--- src/rtl/float_to_int_iter.sv ---
// Iterative binary64 -> int64 converter, truncating toward zero.
// Mantissa alignment runs a bounded number of bit positions per cycle.
module float_to_int_iter #(
    parameter int SHIFT_PER_CYCLE = 8
) (
    input  logic        clock,
    input  logic        reset,
    input  logic        io_in_valid,
    output logic        io_in_ready,
    input  logic [63:0] io_in_bits,
    output logic        io_out_valid,
    input  logic        io_out_ready,
    output logic [63:0] io_out_bits,
    output logic        io_out_overflow,
    output logic        io_out_invalid
);

    typedef enum logic [1:0] {IDLE, SHIFT, NEG, DONE} state_t;

    localparam logic [5:0]  STEP    = 6'(SHIFT_PER_CYCLE);
    localparam logic [63:0] INT_MAX = 64'h7FFF_FFFF_FFFF_FFFF;
    localparam logic [63:0] INT_MIN = 64'h8000_0000_0000_0000;

    state_t      state;
    logic [63:0] mag;
    logic [5:0]  rem;
    logic        left;
    logic        neg;
    logic        ovf;
    logic        inv;

    logic        sgn;
    logic [10:0] ex;
    logic [51:0] fr;
    logic [63:0] mant;
    logic [10:0] rdiff;
    logic [10:0] ldiff;
    logic [5:0]  amt_in;
    logic [5:0]  step;
    logic        is_nan;
    logic        is_inf;
    logic        is_min;
    logic        is_big;
    logic        is_small;
    logic        is_right;

    assign sgn      = io_in_bits[63];
    assign ex       = io_in_bits[62:52];
    assign fr       = io_in_bits[51:0];
    assign mant     = {11'b0, 1'b1, fr};
    assign is_nan   = (ex == 11'h7FF) && (fr != 52'd0);
    assign is_inf   = (ex == 11'h7FF) && (fr == 52'd0);
    assign is_min   = (io_in_bits == 64'hC3E0_0000_0000_0000);
    assign is_big   = (ex >= 11'd1086);
    assign is_small = (ex < 11'd1023);
    assign is_right = (ex < 11'd1075);
    assign rdiff    = 11'd1075 - ex;
    assign ldiff    = ex - 11'd1075;
    assign amt_in   = is_right ? rdiff[5:0] : ldiff[5:0];

    always_comb begin
        step = STEP;
        if (rem < STEP)
            step = rem;
    end

    assign io_in_ready  = (state == IDLE);
    assign io_out_valid = (state == DONE);

    always_ff @(posedge clock) begin
        if (reset) begin
            state           <= IDLE;
            mag             <= 64'd0;
            rem             <= 6'd0;
            left            <= 1'b0;
            neg             <= 1'b0;
            ovf             <= 1'b0;
            inv             <= 1'b0;
            io_out_bits     <= 64'd0;
            io_out_overflow <= 1'b0;
            io_out_invalid  <= 1'b0;
        end else begin
            case (state)
                IDLE: begin
                    if (io_in_valid) begin
                        neg   <= sgn;
                        ovf   <= 1'b0;
                        inv   <= 1'b0;
                        left  <= !is_right;
                        rem   <= amt_in;
                        mag   <= mant;
                        state <= NEG;
                        // Specials bypass SHIFT with a preloaded, already-signed magnitude
                        if (is_nan) begin
                            mag <= 64'd0;
                            inv <= 1'b1;
                            rem <= 6'd0;
                        end else if (is_min) begin
                            mag <= INT_MIN;
                            neg <= 1'b0;
                            rem <= 6'd0;
                        end else if (is_inf || is_big) begin
                            mag <= sgn ? INT_MIN : INT_MAX;
                            neg <= 1'b0;
                            ovf <= 1'b1;
                            rem <= 6'd0;
                        end else if (is_small) begin
                            mag <= 64'd0;
                            rem <= 6'd0;
                        end else if (amt_in != 6'd0) begin
                            state <= SHIFT;
                        end
                    end
                end
                SHIFT: begin
                    mag <= left ? (mag << step) : (mag >> step);
                    rem <= rem - step;
                    if (rem == step)
                        state <= NEG;
                end
                NEG: begin
                    io_out_bits     <= neg ? (64'd0 - mag) : mag;
                    io_out_overflow <= ovf;
                    io_out_invalid  <= inv;
                    state           <= DONE;
                end
                DONE: begin
                    if (io_out_ready)
                        state <= IDLE;
                end
                default: state <= IDLE;
            endcase
        end
    end

endmodule

--- config.mk ---
export PLATFORM = sky130hd
export DESIGN_NAME = float_to_int_iter
export DESIGN_NICKNAME = d
export VERILOG_FILES = /design/src/rtl/float_to_int_iter.sv
export SDC_FILE = /design/constraint.sdc
export NUM_CORES = 1
export LEC_CHECK = 0
export CAP_MARGIN = 20
export CORE_AREA = 4 4 191 193
export CTS_CLUSTER_DIAMETER = 40
export DETAILED_ROUTE_END_ITERATION = 8
export DIE_AREA = 0 0 195 197
export PLACE_DENSITY = 0.67
export RECOVER_POWER = 50
export REMOVE_ABC_BUFFERS = 1
export SETUP_SLACK_MARGIN = 0.1
export SYNTH_ARGS = -nofsm -noshare
export SYNTH_HDL_FRONTEND = slang
export SYNTH_SLANG_ARGS = --single-unit
export TNS_END_PERCENT = 5
--- constraint.sdc ---
create_clock -name clock -period 3.55 [get_ports clock]
set_input_delay 0.71 -clock clock [delete_from_list [all_inputs] [get_ports clock]]
set_output_delay 0.71 -clock clock [all_outputs]
set_load 0.02 [all_outputs]
==> results.py <==
metrics = {
    "status": {
        "status": "finished, final reports clean",
    },
    "floorplanning": {
        "core_area_um2": 34500,
        "io_pins": 136,
        "initial_core_util_pct": 39.7,
        "dieArea_um2": 38400,
        "dieWidth_um": 195,
        "row_count": 68,
        "die_h_um": 197,
    },
    "clocking": {
        "htreeDepth": 4,
        "cts_root_buffer": "clkbuf_16",
        "cts_hold_buf": 0,
        "clkSlewWorstSetupHoldPaths_ps": 60,
        "cts.sinks": 142,
        "numCtsBuffers": 17,
        "clk_path_buf_depth": 2,
        "cts_tree": "yes",
        "clock_latency_ps": 460,
    },
    "power_and_ir_drop": {
        "power_leakage_nw": 6.56,
        "peakVddDrop_uv": 633,
        "power_density_nw_per_um2": 856,
    },
    "sta": {
        "finalCritPeriodShare_pct": 97.7,
        "timing.max_slew.rel_slack_pct": 8.06,
        "worst_pin_slew_ps": 1380,
        "finalSetupTns_ps": 0,
        "timing.hold.ws_ps": 465,
        "setup_viol": 0,
        "slew_violations": 0,
        "skew_ps": 12.9,
        "grt_setup_unrepaired": "false",
        "max_freq_ghz": 0.288,
        "hold_viol_final": 0,
        "layout_min_cycle_time_ps": 3470,
    },
    "yosys": {
        "ys_seq_area_share_pct": 20.8,
        "yosys_warnings": 0,
        "syn-instance-count": 1962,
        "ys.flop_type": "dfxtp_1",
        "synth-seq-cells": 142,
        "avgSynthCellArea_um2": 6.98,
        "netlist_area_um2": 13700,
        "synth-edff-count": 0,
        "synth.distinct_cells": 82,
        "synthArstFlopShare_pct": 0,
    },
    "global_route": {
        "grt_max_degree": 68,
        "grt_usage_pct": 33.1,
        "grt_pass1_vias": 16000,
        "grt_first_pass_wirelength_mm": 101,
        "grt_overflow": 0,
        "antenna_found_initial": 0,
    },
    "worst_setup_path": {
        "r2r_end": "mag[29]",
        "cpPeakStageDelay_ps": 570,
        "critical_path_class": "primary input to register",
        "crit_start": "io_in_bits[40]",
        "r2r_start": "rem[3]",
        "cp_slowest_cell": "or4_1",
        "start_kind": "primary input",
        "r2r_slack_ps": 220,
        "cp-end-kind": "register",
        "reg2reg_depth": 8,
        "crit_chain": "clkdlybuf4s50_1 -> nor4_4 -> clkbuf_1 -> nand4_1 -> or4_1 -> buf_4 -> nor2_1 -> a2111oi_4 -> buf_4 -> buf_6 -> o21a_1 -> o41a_1",
        "cp_common_cell": "buf_4",
        "arrival_ps": 3810,
        "cp-endpoint": "mag[36]",
        "path_max_fanout": 23,
        "cp.required_ps": 3890,
    },
    "layout": {
        "final_design_area_no_fill_um2": 17200,
        "nets": 2185,
        "regArea_um2": 2850,
        "multi_input_area_um2": 9990,
        "final_util_pct": 49.8,
        "fin_cells": 2573,
        "areaGrowthSynthToFinish_pct": 25.5,
        "drive_gt1_share_pct": 15.0,
        "fillCellCount": 3482,
    },
    "routing": {
        "drc": 0,
        "ant_nets": 0,
        "drt_wl_total_mm": 67.2,
        "post_drt_wl_per_cell_um": 26.1,
        "vias": 17100,
        "drtPass1Iterations": 7,
        "first_iter_violations": 2503,
        "via_per_inst": 6.64,
    },
    "placement": {
        "dp_hpwl_mm": 47.4,
        "placed_cells": 2539,
        "place_area_um2": 16600,
        "port_buffers": 135,
        "globalplace.congestion": 1.00,
    },
    "hold_path": {
        "hp-class": "register to register",
        "hold_depth": 2,
    },
    "flow_run": {
        "cap_violations": 0,
    },
}
-- per-stage QoR --
stage / setup slack [ps] / total power [mW]
after floorplan: -11300 / 8.67
after global placement: -583 / 12.7
after detailed placement: -661 / 12.7
after CTS: 43.2 / 14.5
after global routing: 47.7 / 15.5
final: 82.2 / 14.7
-- cell usage in the layout (no fill, tap or decap), types with 12 or more instances in the layout --
cell type | netlist | final
o41ai_1 | 12 | 12
nor3_1 | 38 | 37
inv_1 | 21 | 21
nor2b_1 | 15 | 15
clkdlybuf4s50_1 | 0 | 66
clkbuf_16 | 0 | 18
mux2_2 | 13 | 13
nand3_1 | 45 | 45
o22ai_1 | 32 | 32
a311oi_1 | 27 | 27
o21ai_0 | 150 | 148
nand2_1 | 239 | 239
xor2_1 | 41 | 41
o211ai_1 | 28 | 28
dfxtp_1 | 142 | 140
mux2i_1 | 155 | 155
a22oi_1 | 16 | 16
o221ai_1 | 14 | 14
dlygate4sd3_1 | 0 | 68
a21oi_1 | 113 | 112
nand4_1 | 13 | 13
nor4_1 | 21 | 17
a31oi_1 | 35 | 35
nor3b_1 | 13 | 13
o31ai_1 | 21 | 20
nor2_1 | 208 | 208
a211oi_1 | 94 | 94
buf_4 | 1 | 221
a221oi_1 | 26 | 26
-- flip-flops by register name, summed over array words and instances (netlist names) --
name and cells:
state 2, mag 64, io_out_invalid 1, left 1, io_out_bits 64, rem 6
io_out_overflow 1, neg 1, ovf 1, inv 1
-- timing repair --
action	CTS	global route
setup endpoints to repair	60	62
buffers inserted	0	2
resized for setup	4	9
pin swaps	0	1
endpoints found under the hold margin	0	0
cloned	0	1
-- cells by family after synthesis --
logic type                 share of synthesized area [%]
AOI/OAI and AO/OA                                   33.2
and+or+nand+nor                                     21.9
buffers and inverters                               7.33
muxes                                               12.6
DFF                                                 20.8
xor gates and xnor gates                            3.26
adders and majority gates                           1.00
other                                             0.0274
-- synthesized netlist by cell type, types with 13 or more instances --
library cell	number	area, µm²
nand3_1	45	225
a311oi_1	27	236
o22ai_1	32	200
inv_1	21	78.8
mux2_2	13	146
mux2i_1	155	1550
dfxtp_1	142	2840
o211ai_1	28	210
nand4_1	13	81.3
nor3b_1	13	97.6
nor4_1	21	131
nand2_1	239	897
a221oi_1	26	228
nor2b_1	15	93.8
xor2_1	41	359
a22oi_1	16	120
buf_1	31	116
a31oi_1	35	219
a211oi_1	94	706
a21oi_1	113	566
o31ai_1	21	158
o21ai_0	150	751
clkbuf_1	199	747
nor3_1	38	190
o221ai_1	14	123
nor2_1	208	781
-- cell type report --
type	count	area share [%]
Antenna cell	1	0.0146
Clock buffer	23	2.78
Clock inverter	7	0.233
Inverter	22	0.480
Multi-Input combinational cell	1557	58.1
Sequential cell	142	16.5
Tap cell	455	3.31
Timing Repair Buffer	366	18.5
-- how the worst min path moves through the flow --
stage                     from  slack [ps]  end
after detailed placement   inv         450  inv
after global placement     inv         460  inv
after floorplan            inv         430  inv
final                      inv         470  inv
after CTS                  inv         470  inv
after global routing       inv         500  inv
-- report_power, final --
part | switching [mW] | leakage, nW | internal, mW
combinational | 6.58 | 5.14 | 3.68
sequential | 0.630 | 1.17 | 2.15
clock | 0.762 | 0.254 | 0.933
-- metal layers --
| layer | track usage [%] | share of wire (%) | vias up |
|---|---|---|---|
| met5 | 0 | 0 | - |
| met4 | 14.0 | 4.5 | 0 |
| met3 | 6.58 | 10 | 201 |
| met2 | 49.0 | 42 | 1097 |
| met1 | 47.0 | 43 | 8175 |
| li1 | - | - | 7605 |
-- critical path: cells and delay by family --
kind                   cells  cell delay [ps]
AO/OA/AOI/OAI              3              520
buffers and inverters      5             1230
AND/OR/NAND/NOR            4             1340
Power figures use the tool's default switching activity.
